==> src/rtl/hazard_pkg.sv <==
// +----------------------------------------------------------------------------+
// | hazard_pkg                                                                 |
// | Opcode constants and register-usage encoding for the hazard scoreboard.    |
// | Rev 1.0 - initial release                                                  |
// +----------------------------------------------------------------------------+
`default_nettype none

package hazard_pkg;

  localparam logic [6:0] c_op_rtype  = 7'b0110011;
  localparam logic [6:0] c_op_ialu   = 7'b0010011;
  localparam logic [6:0] c_op_load   = 7'b0000011;
  localparam logic [6:0] c_op_store  = 7'b0100011;
  localparam logic [6:0] c_op_branch = 7'b1100011;
  localparam logic [6:0] c_op_jal    = 7'b1101111;
  localparam logic [6:0] c_op_jalr   = 7'b1100111;
  localparam logic [6:0] c_op_lui    = 7'b0110111;
  localparam logic [6:0] c_op_auipc  = 7'b0010111;

  typedef struct packed {
    logic uses_rs1;
    logic uses_rs2;
    logic writes_rd;
    logic is_load;
  } usage_t;

  // Unknown opcodes read and write nothing, so they can never stall or mark busy.
  function automatic usage_t decode_usage(input logic [6:0] opcode);
    usage_t u;
    u = '0;
    case (opcode)
      c_op_rtype: begin
        u.uses_rs1  = 1'b1;
        u.uses_rs2  = 1'b1;
        u.writes_rd = 1'b1;
      end
      c_op_store, c_op_branch: begin
        u.uses_rs1 = 1'b1;
        u.uses_rs2 = 1'b1;
      end
      c_op_ialu, c_op_jalr: begin
        u.uses_rs1  = 1'b1;
        u.writes_rd = 1'b1;
      end
      c_op_load: begin
        u.uses_rs1  = 1'b1;
        u.writes_rd = 1'b1;
        u.is_load   = 1'b1;
      end
      c_op_jal, c_op_lui, c_op_auipc: begin
        u.writes_rd = 1'b1;
      end
      default: u = '0;
    endcase
    return u;
  endfunction

endpackage

`default_nettype wire

==> src/rtl/hazard_src_decode.sv <==
// +----------------------------------------------------------------------------+
// | hazard_src_decode                                                          |
// | Maps a decode-stage opcode to its source/destination register usage.       |
// | Rev 1.0 - initial release                                                  |
// +----------------------------------------------------------------------------+
`default_nettype none

module hazard_src_decode
  import hazard_pkg::*;
(
  input  logic [6:0] opcode,
  output logic       uses_rs1,
  output logic       uses_rs2,
  output logic       writes_rd,
  output logic       is_load
);

  usage_t w_use;

  assign w_use     = decode_usage(opcode);
  assign uses_rs1  = w_use.uses_rs1;
  assign uses_rs2  = w_use.uses_rs2;
  assign writes_rd = w_use.writes_rd;
  assign is_load   = w_use.is_load;

endmodule

`default_nettype wire

==> src/rtl/hazard_scoreboard.sv <==
// +----------------------------------------------------------------------------+
// | hazard_scoreboard                                                          |
// | Per-register latency scoreboard producing stall/flush/issue for decode.     |
// | Rev 1.0 - initial release                                                  |
// +----------------------------------------------------------------------------+
`default_nettype none

module hazard_scoreboard #(
  parameter int NREG         = 32,
  parameter int AW           = 5,
  parameter int ALU_LAT      = 3,
  parameter int LOAD_LAT     = 3,
  parameter int FLUSH_CYCLES = 2
) (
  input  logic            clk,
  input  logic            rst,
  input  logic            id_valid,
  input  logic [6:0]      id_opcode,
  input  logic [AW-1:0]   id_rs1,
  input  logic [AW-1:0]   id_rs2,
  input  logic [AW-1:0]   id_rd,
  input  logic            branch_taken,
  output logic            stall,
  output logic            flush,
  output logic            issue,
  output logic [NREG-1:0] busy_vec,
  output logic [15:0]     stall_count
);

  localparam int c_max_lat = (ALU_LAT > LOAD_LAT) ? ALU_LAT : LOAD_LAT;
  localparam int c_cw      = (c_max_lat < 1) ? 1 : $clog2(c_max_lat + 1);
  localparam int c_fw      = (FLUSH_CYCLES <= 1) ? 1 : $clog2(FLUSH_CYCLES);

  localparam logic [c_cw-1:0] c_alu_lat      = c_cw'(ALU_LAT);
  localparam logic [c_cw-1:0] c_load_lat     = c_cw'(LOAD_LAT);
  localparam logic [c_fw-1:0] c_flush_reload = c_fw'(FLUSH_CYCLES - 1);

  logic w_uses_rs1;
  logic w_uses_rs2;
  logic w_writes_rd;
  logic w_is_load;

  hazard_src_decode u_decode (
    .opcode    (id_opcode),
    .uses_rs1  (w_uses_rs1),
    .uses_rs2  (w_uses_rs2),
    .writes_rd (w_writes_rd),
    .is_load   (w_is_load)
  );

  // Widen the busy flags to the full index space so any id_rs* value is a legal index.
  logic [(1<<AW)-1:0] w_busy_full;

  always_comb begin
    w_busy_full           = '0;
    w_busy_full[NREG-1:0] = busy_vec;
  end

  logic w_rs1_hit;
  logic w_rs2_hit;

  assign w_rs1_hit = w_uses_rs1 && (id_rs1 != '0) && w_busy_full[id_rs1];
  assign w_rs2_hit = w_uses_rs2 && (id_rs2 != '0) && w_busy_full[id_rs2];

  logic [c_fw-1:0] r_flush_cnt;

  // Reset masks flush so a stray branch_taken cannot kill decode while in reset.
  assign flush = ~rst & (branch_taken | (r_flush_cnt != '0));
  assign stall = id_valid & ~flush & (w_rs1_hit | w_rs2_hit);
  assign issue = id_valid & ~stall & ~flush;

  logic [c_cw-1:0] w_lat;
  logic            w_set;

  assign w_lat = w_is_load ? c_load_lat : c_alu_lat;
  assign w_set = issue & w_writes_rd & (id_rd != '0) & (w_lat != '0);

  always_ff @(posedge clk or posedge rst) begin
    if (rst) begin
      r_flush_cnt <= '0;
    end else if (branch_taken) begin
      r_flush_cnt <= c_flush_reload;
    end else if (r_flush_cnt != '0) begin
      r_flush_cnt <= r_flush_cnt - c_fw'(1);
    end
  end

  logic [15:0] r_stall_count;

  always_ff @(posedge clk or posedge rst) begin
    if (rst) begin
      r_stall_count <= '0;
    end else if (stall && (r_stall_count != 16'hFFFF)) begin
      r_stall_count <= r_stall_count + 16'd1;
    end
  end

  assign stall_count = r_stall_count;

  for (genvar r = 0; r < NREG; r++) begin : g_reg
    if (r == 0) begin : g_zero
      assign busy_vec[r] = 1'b0;
    end else begin : g_cnt
      logic [c_cw-1:0] r_cnt;
      logic [c_cw-1:0] w_dec;

      assign w_dec       = (r_cnt != '0) ? r_cnt - c_cw'(1) : '0;
      assign busy_vec[r] = (r_cnt != '0);

      // A new writer never shortens an older, longer-latency pending write (WAW).
      always_ff @(posedge clk or posedge rst) begin
        if (rst) begin
          r_cnt <= '0;
        end else if (w_set && (id_rd == AW'(r))) begin
          r_cnt <= (w_dec > w_lat) ? w_dec : w_lat;
        end else begin
          r_cnt <= w_dec;
        end
      end
    end
  end

endmodule

`default_nettype wire
==> config.mk <==
export PLATFORM = sky130hd
export DESIGN_NAME = hazard_scoreboard
export DESIGN_NICKNAME = d
export VERILOG_FILES = /design/src/rtl/hazard_pkg.sv /design/src/rtl/hazard_src_decode.sv /design/src/rtl/hazard_scoreboard.sv
export SDC_FILE = /design/constraint.sdc
export NUM_CORES = 1
export LEC_CHECK = 0
export BUFFER_PORTS_ARGS = -buffer_cell sky130_fd_sc_hd__buf_2
export CAP_MARGIN = 20
export CORE_MARGIN = 4
export CORE_UTILIZATION = 56
export DETAILED_ROUTE_END_ITERATION = 7
export PLACE_DENSITY = 0.8
export SLEW_MARGIN = 0
export SYNTH_ARGS = -nofsm -noshare
export SYNTH_HDL_FRONTEND = slang
export SYNTH_HIERARCHICAL = 1
export SYNTH_SLANG_ARGS = --single-unit
export TNS_END_PERCENT = 1
==> constraint.sdc <==
create_clock -name clk -period 6.7 [get_ports clk]
set_input_delay 1.675 -clock clk [delete_from_list [all_inputs] [get_ports clk]]
set_output_delay 1.675 -clock clk [all_outputs]
set_load 0.01 [all_outputs]
## After elaboration in Yosys (flattened, before gate mapping)

Index checks and enable logic that the tools add are counted.

- Bits in registers: 79
- Bits of input ports: 26
- Word-level logic and storage cells: 327

- Add/sub/neg operators: 33
- $lt $le $gt $ge: 33
- Equal/unequal tests: 41
- Mux-type cells: 102
- Bitwise operators: 12
- Reductions and logical operators: 73

Operators with widths:

| kind | count |
|---|---|
| two-way mux 2 bit | 93 |
| equality test 5 bit, second input constant | 16 |
| > comparator 2 bit, second input constant | 31 |
| nonzero test 2 bit | 31 |
| subtractor 2 x 1 -> 2 bit, second input constant | 31 |
| equality test 5 x 4 -> 1 bit, second input constant | 8 |
| logical AND 1 bit | 36 |
| equality test 7 x 6 -> 1 bit, second input constant | 3 |
| equality test 7 bit, second input constant | 3 |
| equality test 5 x 3 -> 1 bit, second input constant | 4 |
| adder 16 x 1 -> 16 bit, second input constant | 1 |
| != test 16 bit, second input constant | 1 |
| nonzero test 5 bit | 3 |
| equality test 7 x 5 -> 1 bit, second input constant | 2 |
| < comparator 5 x 6 -> 1 bit, second input constant | 2 |
| binary-select mux 1 bit (select 5 bit) | 2 |
| equality test 5 x 2 -> 1 bit, second input constant | 2 |
| AND 1 bit | 7 |
| equality test 7 x 2 -> 1 bit, second input constant | 1 |
| two-way mux 1 bit | 7 |
| OR reduction 7 bit | 1 |
| OR reduction 6 bit | 1 |
| equality test 5 x 1 -> 1 bit, second input constant | 1 |
| NOT 1 bit | 3 |
| 3 further kinds | 4 |

## Longest topological paths before layout

Gate-level depths: netlist (run 1).

- Depth in word-level cells: 14
- Depth in mapped cells: 9

## Hierarchy

Netlist (run 1), hierarchy kept.

Modules (own cells, without submodules):

| module | instances | cells each | area each (sq um) |
|---|---|---|---|
| hazard_scoreboard | 1 | 408 | 4072.7 |
| hazard_src_decode | 1 | 11 | 97.6 |

## Least setup slack after synthesis (run 1)

OpenSTA, ideal clock, no wires.

- Path kind: input-to-output
- From: input port rst
- To: output port issue
- Arrival time: 4.573 ns
- Data required time: 5.025 ns
- Path slack: 0.452 ns
- Cell stages on the path: 6
- Path through: inv_1 -> o21ai_0 -> and2_1 -> nand2_2 -> clkbuf_1 -> inv_1

- Cells in the longest elaborated chain, start to end: 8

Ends and longest elaborated chain:

| item | RTL line | RTL |
|---|---|---|
| from (decl) | hazard_scoreboard.sv:16 | `input logic rst,` |
| NOT 1 bit * | hazard_scoreboard.sv:68 | `assign flush = ~rst & (branch_taken \| (r_flush_cnt != '0));` |
| AND 1 bit * | hazard_scoreboard.sv:68 |  |
| NOT 1 bit * | hazard_scoreboard.sv:69, hazard_scoreboard.sv:70 |  |
| AND 1 bit (2 in series) | hazard_scoreboard.sv:69 | `assign stall = id_valid & ~flush & (w_rs1_hit \| w_rs2_hit);` |
| NOT 1 bit | hazard_scoreboard.sv:70 | `assign issue = id_valid & ~stall & ~flush;` |
| AND 1 bit | hazard_scoreboard.sv:70 |  |
| AND 1 bit * | hazard_scoreboard.sv:70 |  |
| to (decl) | hazard_scoreboard.sv:25 | `output logic issue,` |

Mark *: on every way between the ends. The rest lies on a longest branch, timed or not.

## Final worst setup path (run 1)

- From: input port id_rs1[0]
- To: output port stall

- Cells in the longest elaborated chain, start to end: 5
- Elaborated cells on any way between the ends: 7
- Those cells by class: 2 x mux; 2 x bitwise; 3 x reduce/logical

Ends and longest elaborated chain:

| item | RTL line | RTL |
|---|---|---|
| from (decl) | hazard_scoreboard.sv:19 | `input logic [AW-1:0] id_rs1,` |
| binary-select mux 1 bit (select 5 bit) / nonzero test 5 bit (equally long branches) | hazard_scoreboard.sv:62 | `assign w_rs1_hit = w_uses_rs1 && (id_rs1 != '0) && w_busy_full[id_rs1];` |
| two-way mux 1 bit (not written as such) / logical AND 1 bit (equally long branches) | hazard_scoreboard.sv:62 |  |
| logical AND 1 bit * | hazard_scoreboard.sv:62 |  |
| OR 1 bit * | hazard_scoreboard.sv:69 |  |
| AND 1 bit * | hazard_scoreboard.sv:69 |  |
| to (decl) | hazard_scoreboard.sv:23 | `output logic stall,` |

Mark *: on every way between the ends. The rest lies on a longest branch, timed or not. The select of a mux whose other input is x is not followed.

==> results of run 1 <==
## worst paths after layout
check / from / slack (ps) / endpoint / cells after the start
max in group asynchronous: rst / 4410 / g_reg[2].g_cnt.r_cnt[1] / 3
worst min register to register: stall_count[15] / 490 / stall_count[15] / 1
worst max-delay path: id_rs1[0] / 1290 / stall / 8
worst min-delay path: stall_count[15] / 490 / stall_count[15] / 1
worst max register to register: g_reg[9].g_cnt.r_cnt[1] / 3670 / g_reg[23].g_cnt.r_cnt[0] / 10
min in group asynchronous: rst / 1630 / stall_count[8] / 3
## layer usage
layer  vias to the layer above  part of all wire, %
li1                       1630                    -
met1                      1704                   42
met2                       156                   49
met3                        16                  8.2
met4                         0                  1.3
met5                         -                    0
## layout make-up
| cell class | instances | area [sq um] |
|---|---|---|
| clock inverter | 5 | 78.83 |
| tap | 99 | 123.9 |
| timing repair buffer | 78 | 397.9 |
| inverter | 63 | 236.5 |
| clock buffer | 11 | 151.4 |
| multi-input combinational | 257 | 1869 |
| fill | 595 | 2419 |
| sequential | 79 | 1977 |
## per-stage QoR
step           std cells  area (sq um)  setup slack [ps]  total power [uW]  hold slack (ps)
2_1_floorplan        418          4164             452.1             532.3            453.4
3_3_place_gp         576          4604              1345             554.5            465.5
3_5_place_dp         576          4604              1274             556.3            480.3
4_1_cts              592          4835              1269             959.9            492.6
5_1_grt              592          4835              1204             987.0            518.1
6_report             592          4835              1286             956.0            487.5
## sequential cells by signal, summed over array words and instances (netlist names)
name and cells:
r_flush_cnt 1, stall_count 16, g.g_cnt.r_cnt 62
## worst register-to-register path, stage by stage (launching register included)
cell and delay (ps):
dfrtp_1 400, nor2_1 210, inv_1 120, mux4_2 480, o311ai_1 240, nor3_1 130
nor4_4 270, buf_4 270, nand2_2 90, buf_4 330, o32ai_1 390
## power breakdown
| part | switching [uW] | internal [uW] | total, uW |
|---|---|---|---|
| Combinational | 46.9 | 19.4 | 66.3 |
| Clock | 179 | 230 | 409 |
| Sequential | 2.14 | 478 | 481 |
| Total | 228 | 728 | 956 |
==> summary.txt, run 1 <==
Status
  • Result of the run: finished, final reports clean

Floorplanning
  • Horizontal extent of the die: roughly 94 um
  • Placement Rows: 31
  • Die span in y: approximately 94 um
  • Initial core utilization: 57.41%
  • Floorplan die area: 8879 sq um
  • Number of top-level pins: 77
  • Standard cell core area: 7253 sq um

Global route
  • Largest net degree at the start of global routing: 80
  • Global Route met1 Usage: 34.29%
  • Vias in the first global route: 3583
  • Sum of overflow across all layers after global routing: 0
  • GRT Util Overall: 25.30%
  • Met2 Resource Use GR: 40.25%
  • Global-route wire length before repair: 17480 um
  • Global-route met3 utilization: 5.769%
  • Initial antenna violation count: 0
  • Most congested layer reported by global routing: met2

Clocking
  • Bufs on Longest Clock Path: 2
  • CTS tree: yes
  • Clock sink total: 79
  • Clock slew seen by the registers of the worst setup and hold paths: 80 ps
  • Post-CTS Setup Bufs: 0
  • Clock latency on the worst-skew pair: 350 ps
  • Depth of the CTS H-tree: 3
  • Root buffer cell: clkbuf_8
  • Post-CTS Hold Buffers: 0
  • Total clock buffers created by CTS: 9
  • Number of instances resized during post-cts repair: 0

Placed design
  • Number of port buffers: 75
  • Detailed Place HPWL: 7334 um
  • Weighted congestion reported at the end of routability-driven placement: 0.8967

STA
  • Final TNS setup: 0 ps
  • Relative max-transition margin: around a third
  • Skew final: 7.293 ps
  • Final Critical Period: ~5400 ps
  • Share of the clock period used by the worst path after layout: 80.81%
  • Highest clock frequency the design can meet: 184.7 MHz
  • Final setup violation count: 0
  • Slew at the pin closest to its max-slew limit: 986.9 ps
  • RSZ-0062 raised after global routing: no
  • Final Max Slew Viols: 0
  • Total count of hold-check failures in the final report: 0

Layout
  • Antenna diode instance count: 0
  • Fraction of final layout cells with drive strength greater than 1: 24.34%
  • Highest-count cells in the layout ignoring fill and taps: 79 x dfrtp_1, 75 x buf_2, 62 x inv_1
  • Leading cell type in the layout, fill and taps excluded: dfrtp_1
  • Post-layout nets: between 500 and 600
  • Synthesis-to-layout area growth: 16.11%
  • Fin util: 66.66%

Worst setup path
  • Kind of critical path: primary input to output port
  • Maximum fanout along the worst path: 17
  • Critical Path Sink Type: output port
  • Standard cell with the maximum stage delay on the critical path: mux4_2
  • Required time of the critical path: 5030 ps
  • Crit path DAT: 3740 ps
  • Critical path launch point type: primary input
  • Cell family with most CP delay: multiplexers
  • Count of buffering cells on the critical path with inverters included: 3
  • Largest stage delay on the critical path: 550 ps
  • Worst path cell trace: buf_2 > mux4_2 > mux2_2 > o32ai_1 > nor4_4 > buf_4 > nor2_1 > buf_2
  • Cell occurring most often along the worst timing path: buf_2

Yosys
  • Synthesized area per cell: ~10 sq um
  • Gate count of the mapped netlist: 418
  • Cell Area, Synth: around 4200 sq um
  • Syn. warnings: 6
  • Number of nets in the synthesized netlist: 445

Detailed routing
  • Number of vias per cell: 5.922
  • DR vias: about 3500
  • Remaining DRCs: 0
  • Post-route antenna net violation count: 0
  • First drt pass iteration count: 5
  • WL final: 10370 um
  • Post-DR wirelength/cell: 17.51 um
  • Number of violations reported at the end of detailed-routing iteration 0: 347

Power
  • Worst IR Drop VDD: 0.09779 mV
  • Total power density per cell area: between 150 and 200 nW/um^2
  • Static leakage: 0.002412 uW

Hold path
  • Path type of the worst min-delay path: flop to flop

Job
  • Max Cap Violations: 0
Power figures use the tool's default switching activity.
==> inputs of run 2 (changes only) <==
- ABC_AREA: not set -> 1
- CORE_UTILIZATION: 56 -> 51
- PLACE_DENSITY: 0.8 -> 0.76
- clock period: 6.7 -> 4.3 ns (I/O delays scaled with it)
==> run 2 against run 1 <==
Die area up 20%. Cell count increased by 41%. Critical path depth is 4 higher. Global-route usage fell by 2.2 points. Critical endpoint unchanged. Largest cell class is now multi-input combinational cells.
==> summary.txt, run 2 <==
Status
  • Result of the run: finished, final reports clean

Global route
  • Sum of overflow across all layers after global routing: 0
  • Initial antenna violation count: 0
  • Global-route wire length before repair: 19160 um
  • Vias in the first global route: 4125
  • Largest net degree at the start of global routing: 70
  • GRT Util Overall: 23.13%

STA
  • RSZ-0062 raised after global routing: no
  • Final Critical Period: 3564 ps
  • Highest clock frequency the design can meet: roughly 280 MHz
  • Relative max-transition margin: 41.38%
  • Final setup violation count: 0
  • Final Max Slew Viols: 0
  • Slew at the pin closest to its max-slew limit: 876.1 ps
  • Skew final: 12.59 ps
  • Final TNS setup: 0 ps
  • Total count of hold-check failures in the final report: 0
  • Share of the clock period used by the worst path after layout: 82.87%

Clocking
  • Depth of the CTS H-tree: 3
  • Clock latency on the worst-skew pair: 360 ps
  • Post-CTS Setup Bufs: 0
  • Clock slew seen by the registers of the worst setup and hold paths: approximately 100 ps
  • Post-CTS Hold Buffers: 0
  • Bufs on Longest Clock Path: 2
  • Root buffer cell: clkbuf_8
  • Total clock buffers created by CTS: 9
  • Clock sink total: ~80
  • Number of instances resized during post-cts repair: 0
  • CTS tree: yes

Floorplanning
  • Number of top-level pins: between 70 and 80
  • Initial core utilization: 52.61%
  • Placement Rows: 34
  • Die span in y: approximately 100 um
  • Floorplan die area: approximately 11000 sq um
  • Horizontal extent of the die: slightly above 100 um
  • Standard cell core area: 8763 sq um

Yosys
  • Number of nets in the synthesized netlist: ~680
  • Synthesized area per cell: 7.104 sq um
  • Syn. warnings: 6
  • Cell Area, Synth: 4611 sq um
  • Gate count of the mapped netlist: approximately 650

Layout
  • Synthesis-to-layout area growth: 13.79%
  • Max reg flops: 62
  • Fin util: 59.87%
  • Fraction of final layout cells with drive strength greater than 1: 18.54%
  • Area of the multi-input gates: 2182 sq um
  • Highest-count cells in the layout ignoring fill and taps: 249 x nand2_1, 87 x inv_1, 79 x dfrtp_1
  • Filler instances: about 820
  • Leading cell type in the layout, fill and taps excluded: nand2_1
  • Antenna diode instance count: 0
  • Post-layout nets: 750
  • Reg with most FFs: g.g_cnt.r_cnt
  • Register Area: 1977 sq um

Power
  • Final total power: between 1000 and 1500 uW
  • Total power density per cell area: 273.7 nW/um^2
  • Share of total power in the clock network: 36.7%
  • Static leakage: 0.003046 uW
  • Cell-internal power: 1020 uW
  • Worst IR Drop VDD: between 0.1 and 0.15 mV
  • Part of the power in registers: 52.8%
  • Combinational Power Share: 10.4%
  • Switching share of power: between 20 and 30%
  • Net Switching: 416.2 uW

Detailed routing
  • Remaining DRCs: 0
  • Number of vias per cell: 5.191
  • DR vias: 4340
  • Post-DR wirelength/cell: 14.00 um
  • Post-route antenna net violation count: 0
  • First drt pass iteration count: 6
  • WL final: 11700 um
  • Number of violations reported at the end of detailed-routing iteration 0: 239

Hold path
  • Worst Hold Depth: 1
  • Path type of the worst min-delay path: flop to flop

Worst setup path
  • Kind of critical path: primary input to output port
  • Required time of the critical path: 3220 ps
  • Critical Path Sink Type: output port
  • Maximum fanout along the worst path: 13
  • Crit path DAT: 2490 ps
  • Count of cells along the worst register-to-register path: 8
  • Critical path launch point type: primary input

Placed design
  • Weighted congestion reported at the end of routability-driven placement: 0.9269
  • Number of port buffers: 75
  • Detailed Place HPWL: slightly above 9000 um

Job
  • Max Cap Violations: 0
-- run 2: power by group through the flow --
stage               sequential, uW  clock [uW]  combinational, uW
detailed placement             773           0                150
floorplan                      775           0               99.5
CTS                            759         540                150
global route                   760         571                169
global placement               773           0                146
finish                         759         527                150
-- run 2: area by class of cell --
| class | instances | share of cell area (%) |
|---|---|---|
| multi-input combinational | 462 | 41.59 |
| inverter | 92 | 6.582 |
| timing repair buffer | 79 | 7.966 |
| clock inverter | 7 | 1.240 |
| sequential | 79 | 37.68 |
| clock buffer | 9 | 2.361 |
| tap | 108 | 2.576 |
-- run 2: worst paths after layout --
kind,start,slack [ps],endpoint
worst min-delay path,g_reg[28].g_cnt.r_cnt[0],460,g_reg[28].g_cnt.r_cnt[0]
worst min register to register,g_reg[28].g_cnt.r_cnt[0],460,g_reg[28].g_cnt.r_cnt[0]
worst max register to register,stall_count[0],1770,stall_count[2]
worst max-delay path,id_rs1[0],740,stall
max in group asynchronous,rst,3010,g_reg[7].g_cnt.r_cnt[0]
min in group asynchronous,rst,650,stall_count[7]
-- run 2: critical path, stage by stage --
cell	delay, ps
buf_2	230
inv_2	120
nand2_1	140
o21ai_1	90
nor2_1	100
nand2_1	70
nand3_1	70
nand2_1	70
nand2_1	110
nand2_4	80
a21boi_2	170
buf_2	150
-- run 2: through the flow --
stage	setup slack, ps	instances	area [sq um]	hold slack (ps)
2_1_floorplan	972.8	649	4611	433.1
3_3_place_gp	751.9	820	5057	443.6
3_5_place_dp	736.1	820	5057	450.8
4_1_cts	732.2	836	5246	463.9
5_1_grt	551.4	836	5246	481.6
6_report	736.5	836	5246	461.6
-- run 2: metal layers --
layer / share of wire (%) / GRT usage (%) / routed length [um] / up-vias
met5: 0 / 0 / 0 / -
met4: 1.7 / 7.769 / 195 / 0
met3: 5.2 / 3.315 / 606 / 17
met2: 47 / 37.25 / 5537 / 117
met1: 46 / 32.14 / 5363 / 2042
li1: - / - / - / 2164
